### config.mk
export PLATFORM = sky130hd
export DESIGN_NAME = tl_occ_cnt
export DESIGN_NICKNAME = d
export VERILOG_FILES = /design/src/rtl/tl_occ_cnt_pkg.sv /design/src/rtl/tl_occ_cnt_ch.sv /design/src/rtl/tl_occ_cnt.sv
export SDC_FILE = /design/constraint.sdc
export NUM_CORES = 1
export LEC_CHECK = 0
export ABC_AREA = 1
export ABC_CLOCK_PERIOD_IN_PS = 8700
export CELL_PAD_IN_SITES_DETAIL_PLACEMENT = 0
export CELL_PAD_IN_SITES_GLOBAL_PLACEMENT = 1
export CORE_ASPECT_RATIO = 1.75
export CORE_MARGIN = 3
export CORE_UTILIZATION = 35
export DETAILED_ROUTE_END_ITERATION = 7
export DONT_BUFFER_PORTS = 1
export GPL_TIMING_DRIVEN = 0
export PLACE_DENSITY_LB_ADDON = 0.1
export SLEW_MARGIN = 20
export SYNTH_ARGS = -nofsm -noshare
export SYNTH_HDL_FRONTEND = slang
export SYNTH_SLANG_ARGS = --single-unit
### constraint.sdc
create_clock -name clk -period 8.7 [get_ports clk]
set_input_delay 0 -clock clk [delete_from_list [all_inputs] [get_ports clk]]
set_output_delay 0 -clock clk [all_outputs]
set_load 0.05 [all_outputs]
### src/rtl/tl_occ_cnt_pkg.sv
// Shared width helpers and per-channel status payload for the TL occupancy counter.
package tl_occ_cnt_pkg;

    function automatic int unsigned cnt_w_f(input int unsigned depth);
        return depth + 1;
    endfunction

    function automatic int unsigned beat_w_f(input int unsigned max_beats);
        return $clog2(max_beats + 1);
    endfunction

    typedef struct packed {
        logic full;
        logic empty;
        logic afull;
        logic aempty;
        logic ovf;
        logic udf;
    } ch_status_t;

endpackage

### src/rtl/tl_occ_cnt_ch.sv
// One channel: saturating multi-beat occupancy counter with sticky errors,
// high-watermark and threshold flags.
module tl_occ_cnt_ch
    import tl_occ_cnt_pkg::*;
#(
    parameter int unsigned DEPTH     = 4,
    parameter int unsigned MAX_BEATS = 2,
    localparam int unsigned CNT_W    = cnt_w_f(DEPTH),
    localparam int unsigned BEAT_W   = beat_w_f(MAX_BEATS)
) (
    input  logic              clk,
    input  logic              rst,
    input  logic [BEAT_W-1:0] inc_i,
    input  logic [BEAT_W-1:0] dec_i,
    input  logic [CNT_W-1:0]  afull_th_i,
    input  logic [CNT_W-1:0]  aempty_th_i,
    input  logic              err_clr_i,
    input  logic              wm_clr_i,
    output logic [CNT_W-1:0]  cnt_o,
    output logic [CNT_W-1:0]  wm_o,
    output ch_status_t        status_o
);

    localparam int unsigned SW  = CNT_W + 2;
    localparam int unsigned CAP = 2 ** DEPTH;
    localparam logic [CNT_W-1:0]     CAP_C = CNT_W'(CAP);
    localparam logic signed [SW-1:0] CAP_S = SW'(CAP);

    logic [CNT_W-1:0]     cnt_q, cnt_d;
    logic [CNT_W-1:0]     wm_q, wm_d;
    logic                 ovf_q, ovf_d;
    logic                 udf_q, udf_d;
    logic signed [SW-1:0] nxt_s;
    logic                 ovf_set;
    logic                 udf_set;

    // Two guard bits keep cnt+inc-dec exact so neither direction can wrap.
    always_comb begin
        nxt_s   = SW'(cnt_q) + SW'(inc_i) - SW'(dec_i);
        cnt_d   = CNT_W'(nxt_s);
        ovf_set = 1'b0;
        udf_set = 1'b0;
        if (nxt_s > CAP_S) begin
            cnt_d   = CAP_C;
            ovf_set = 1'b1;
        end else if (nxt_s < 0) begin
            cnt_d   = '0;
            udf_set = 1'b1;
        end

        ovf_d = ovf_set | (ovf_q & ~err_clr_i);
        udf_d = udf_set | (udf_q & ~err_clr_i);

        if (wm_clr_i || (cnt_d > wm_q)) begin
            wm_d = cnt_d;
        end else begin
            wm_d = wm_q;
        end
    end

    always_ff @(posedge clk or posedge rst) begin
        if (rst) begin
            cnt_q <= '0;
            wm_q  <= '0;
            ovf_q <= 1'b0;
            udf_q <= 1'b0;
        end else begin
            cnt_q <= cnt_d;
            wm_q  <= wm_d;
            ovf_q <= ovf_d;
            udf_q <= udf_d;
        end
    end

    assign cnt_o           = cnt_q;
    assign wm_o            = wm_q;
    assign status_o.full   = (cnt_q == CAP_C);
    assign status_o.empty  = (cnt_q == '0);
    assign status_o.afull  = (cnt_q >= afull_th_i);
    assign status_o.aempty = (cnt_q <= aempty_th_i);
    assign status_o.ovf    = ovf_q;
    assign status_o.udf    = udf_q;

endmodule

### src/rtl/tl_occ_cnt.sv
// Multi-channel TL FIFO occupancy counter: NUM_CH independent channel
// instances with packed per-channel buses.
module tl_occ_cnt
    import tl_occ_cnt_pkg::*;
#(
    parameter int unsigned NUM_CH    = 4,
    parameter int unsigned DEPTH     = 4,
    parameter int unsigned MAX_BEATS = 2,
    localparam int unsigned CNT_W    = cnt_w_f(DEPTH),
    localparam int unsigned BEAT_W   = beat_w_f(MAX_BEATS)
) (
    input  logic                     clk,
    input  logic                     rst,
    input  logic [NUM_CH*BEAT_W-1:0] inc_i,
    input  logic [NUM_CH*BEAT_W-1:0] dec_i,
    input  logic [CNT_W-1:0]         afull_th_i,
    input  logic [CNT_W-1:0]         aempty_th_i,
    input  logic [NUM_CH-1:0]        err_clr_i,
    input  logic [NUM_CH-1:0]        wm_clr_i,
    output logic [NUM_CH*CNT_W-1:0]  cnt_o,
    output logic [NUM_CH*CNT_W-1:0]  wm_o,
    output logic [NUM_CH-1:0]        full_o,
    output logic [NUM_CH-1:0]        empty_o,
    output logic [NUM_CH-1:0]        afull_o,
    output logic [NUM_CH-1:0]        aempty_o,
    output logic [NUM_CH-1:0]        ovf_o,
    output logic [NUM_CH-1:0]        udf_o
);

    for (genvar c = 0; c < NUM_CH; c++) begin : g_ch
        ch_status_t st;

        tl_occ_cnt_ch #(
            .DEPTH     (DEPTH),
            .MAX_BEATS (MAX_BEATS)
        ) u_ch (
            .clk         (clk),
            .rst         (rst),
            .inc_i       (inc_i[c*BEAT_W +: BEAT_W]),
            .dec_i       (dec_i[c*BEAT_W +: BEAT_W]),
            .afull_th_i  (afull_th_i),
            .aempty_th_i (aempty_th_i),
            .err_clr_i   (err_clr_i[c]),
            .wm_clr_i    (wm_clr_i[c]),
            .cnt_o       (cnt_o[c*CNT_W +: CNT_W]),
            .wm_o        (wm_o[c*CNT_W +: CNT_W]),
            .status_o    (st)
        );

        assign full_o[c]   = st.full;
        assign empty_o[c]  = st.empty;
        assign afull_o[c]  = st.afull;
        assign aempty_o[c] = st.aempty;
        assign ovf_o[c]    = st.ovf;
        assign udf_o[c]    = st.udf;
    end

endmodule
==> out/qor.yml <==
status: "finished clean"
antenna_found_initial: 0
cts_buffers: 5
path_max_fanout: 7
cts_buffer_depth: 2
cp_slowest_cell: "dfrtp_1"
synthCells: 659
rsz0062_at_grt: "false"
regArea_um2: 1200
finalSetupTns_ns: 0
io_pins: 100
fmax_ghz: 0.255
critPathCaptureType: "flip-flop"
hp-class: "in -> reg"
avgViaCountPerCell: 4.78
clk_pin_slew_ns: 0.06
async_flop_share_pct: 100
gr-usage-all-layers_pct: 16.6
postRouteAntennaNets: 0
met1Wirelength_mm: 4.66
path_class: "reg -> reg"
drt-pass1-iter-count: 4
die_y_um: 163
finalWirelength_mm: 12.3
cts_tree: "yes"
yosysTopAreaCell: "dfrtp_1"
cts.root.buffer_cell: "clkbuf_16"
drtIter0Drc: 117
top_layer: "met4"
wire_per_inst_um: 14.5
hold_start: "wm_clr_i[2]"
synth.distinct_cells: 30
diodes: 0
route.met3.wl_um: 714
multi_input_area_um2: 3050
cts_max_level: 2
area_growth_pct: 9.08
fin_crit_ns: 3.93
ys_ff_latch: 48
grt_pass1_wl_mm: 20.0
start_util_pct: 36.2
syn_area_um2: 4920
utilization_pct: 39.5
critPathRequiredTime_ns: 8.88
cp.arrival_ns: 4.11
synth_area_per_cell_um2: 7.47
die-area_um2: 15600
ys_seq_area_share_pct: 24.4
fin_crit_sh_pct: 45.1
critPathLaunch: "g_ch[3].u_ch.cnt_o[0]$_DFF_PP0_"
vias: 4052
port_buffers: 0
slowest_delay_ns: 0.65
synth-edff-count: 0
rows: 56
cts.sinks: 48
fillers: 1469
grt_max_degree: 26
syn-num-nets: 797
synth_warnings: 0
grt_pass1_vias: 4178
ys.flop_type: "dfrtp_1"
nets: 810
globalRoute.totalOverflow: 0
cp-start-kind: "flip-flop"
cpMostUsedCell: "nand2_1"
core-area_um2: 13600
cts_resized: 0
finalSetupViolCount: 0
drive_gt1_share_pct: 9.06
r2r-start: "g_ch[3].u_ch.cnt_o[0]$_DFF_PP0_"
clk_latency_ns: 0.29
drv_cap: 0
worst_pin_slew_ns: 1.08
drc: 0
relSlewSlack_pct: 28.0
fin_skew_ns: 0.00221
met2_wirelength_mm: 6.75
gp_congestion: 0.806
die_w_um: 95.6
synth_top_area_share_pct: 24.4
yosys-top-cells-area: "dfrtp_1 24%, ha_1 24%, nand2_1 12%, inv_1 11%, nand3_1 3.4%"
hold_viol: 0
slew_violations: 0
hpwl_mm: 10.5
[per-layer routing]
metal / global-route usage, % / vias to the layer above
li1: - / 2092
met4: 4.53 / 0
met5: 0 / -
met1: 17.6 / 1874
met2: 31.4 / 76
met3: 4.07 / 10
[state kept, by name (all words and copies together), names as in the netlist]
signal           cells
g_ch.u_ch.cnt_o     20
g_ch.u_ch.ovf_q      4
g_ch.u_ch.udf_q      4
g_ch.u_ch.wm_o      20
[synthesized netlist by cell type (2+ instances only)]
library cell	instances
nand2_1	152
inv_2	10
inv_4	2
nand3_4	2
a21oi_4	2
nor3_1	3
o221ai_1	2
a21oi_1	28
nand2_2	11
fa_1	8
nand3_2	2
o21ai_1	3
ha_1	94
o21ai_0	8
inv_1	150
buf_4	8
nand2_4	5
nand4_1	23
nor2_8	2
o22ai_1	2
nor2_1	36
dfrtp_1	48
xnor2_1	2
nor3_2	5
a21o_1	2
nand3_1	33
o21bai_1	13
[worst max-delay path: cells and delay by family (launching register included)]
kind | cells | cell delay [ns]
fa+ha+maj | 4 | 1.16
buf+inv | 8 | 0.75
flops | 1 | 0.65
simple gates | 14 | 1.23
[cells in the final DEF (no fill, tap or decap), types with 3 or more instances in the layout]
cell | synthesis | layout
ha_1 | 94 | 94
a21oi_1 | 28 | 28
nor3_1 | 3 | 3
o21ai_1 | 3 | 5
o21bai_1 | 13 | 13
o21ai_0 | 8 | 6
dlygate4sd3_1 | 0 | 5
nand4_1 | 23 | 23
dfrtp_1 | 48 | 48
nor2_1 | 36 | 36
inv_1 | 150 | 149
nand2_2 | 11 | 11
nor3_2 | 5 | 5
fa_1 | 8 | 8
nand2_4 | 5 | 5
clkbuf_16 | 0 | 5
inv_2 | 10 | 11
nand2_1 | 152 | 152
buf_4 | 8 | 8
nand3_1 | 33 | 33
[cells by family (layout without fill, tap and decap cells)]
kind of cell	count (synthesis)	in the layout	synth area share, %
adder cells (fa/ha/maj)	102	102	27.2
AO/OA/AOI/OAI	60	60	7.53
AND/OR/NAND/NOR	276	276	26.8
XOR/XNOR	2	2	0.356
buffers and inverters	171	185	13.8
flip-flops	48	48	24.4
[metrics by stage]
stage | instance area, um2 | hold slack [ns] | setup WS [ns] | cells
2_1_floorplan | 4920 | 0.0806 | 5.23 | 659
3_3_place_gp | 5140 | 0.0860 | 4.76 | 833
3_5_place_dp | 5160 | -0.00890 | 4.72 | 834
4_1_cts | 5360 | 0.0337 | 4.70 | 847
5_1_grt | 5370 | 0.0841 | 4.33 | 847
6_report | 5370 | 0.0425 | 4.77 | 847
[final timing paths]
check / end / slack, ns / depth (start not counted)
worst min-delay path: g_ch[2].u_ch.wm_o[4]$_DFFE_PP0P_ / 0.04 / 3
worst max register to register: g_ch[3].u_ch.wm_o[3]$_DFFE_PP0P_ / 4.77 / 26
worst max-delay path: g_ch[3].u_ch.wm_o[3]$_DFFE_PP0P_ / 4.77 / 26
min in group asynchronous: g_ch[1].u_ch.ovf_q$_DFF_PP0_ / 0.24 / 2
max in group asynchronous: g_ch[2].u_ch.wm_o[1]$_DFFE_PP0P_ / 7.93 / 3
worst min register to register: g_ch[2].u_ch.ovf_q$_DFF_PP0_ / 0.51 / 2
[layout make-up]
class	count	share of cell area (%)
Clock buffer	8	2.73
Inverter	163	11.5
Multi-Input combinational cell	440	56.9
Sequential cell	48	22.4
Timing Repair Buffer	6	1.31
Tap cell	174	4.06
Buffer	8	1.12
[repair_timing]
action	CTS	global route
endpoints found under the setup margin	0	0
setup buffers	0	0
endpoints found under the hold margin	32	0
hold buffers	5	0
Power is not shown: default switching activity piles up to over one toggle a cycle in this logic, so the estimate is an artifact.
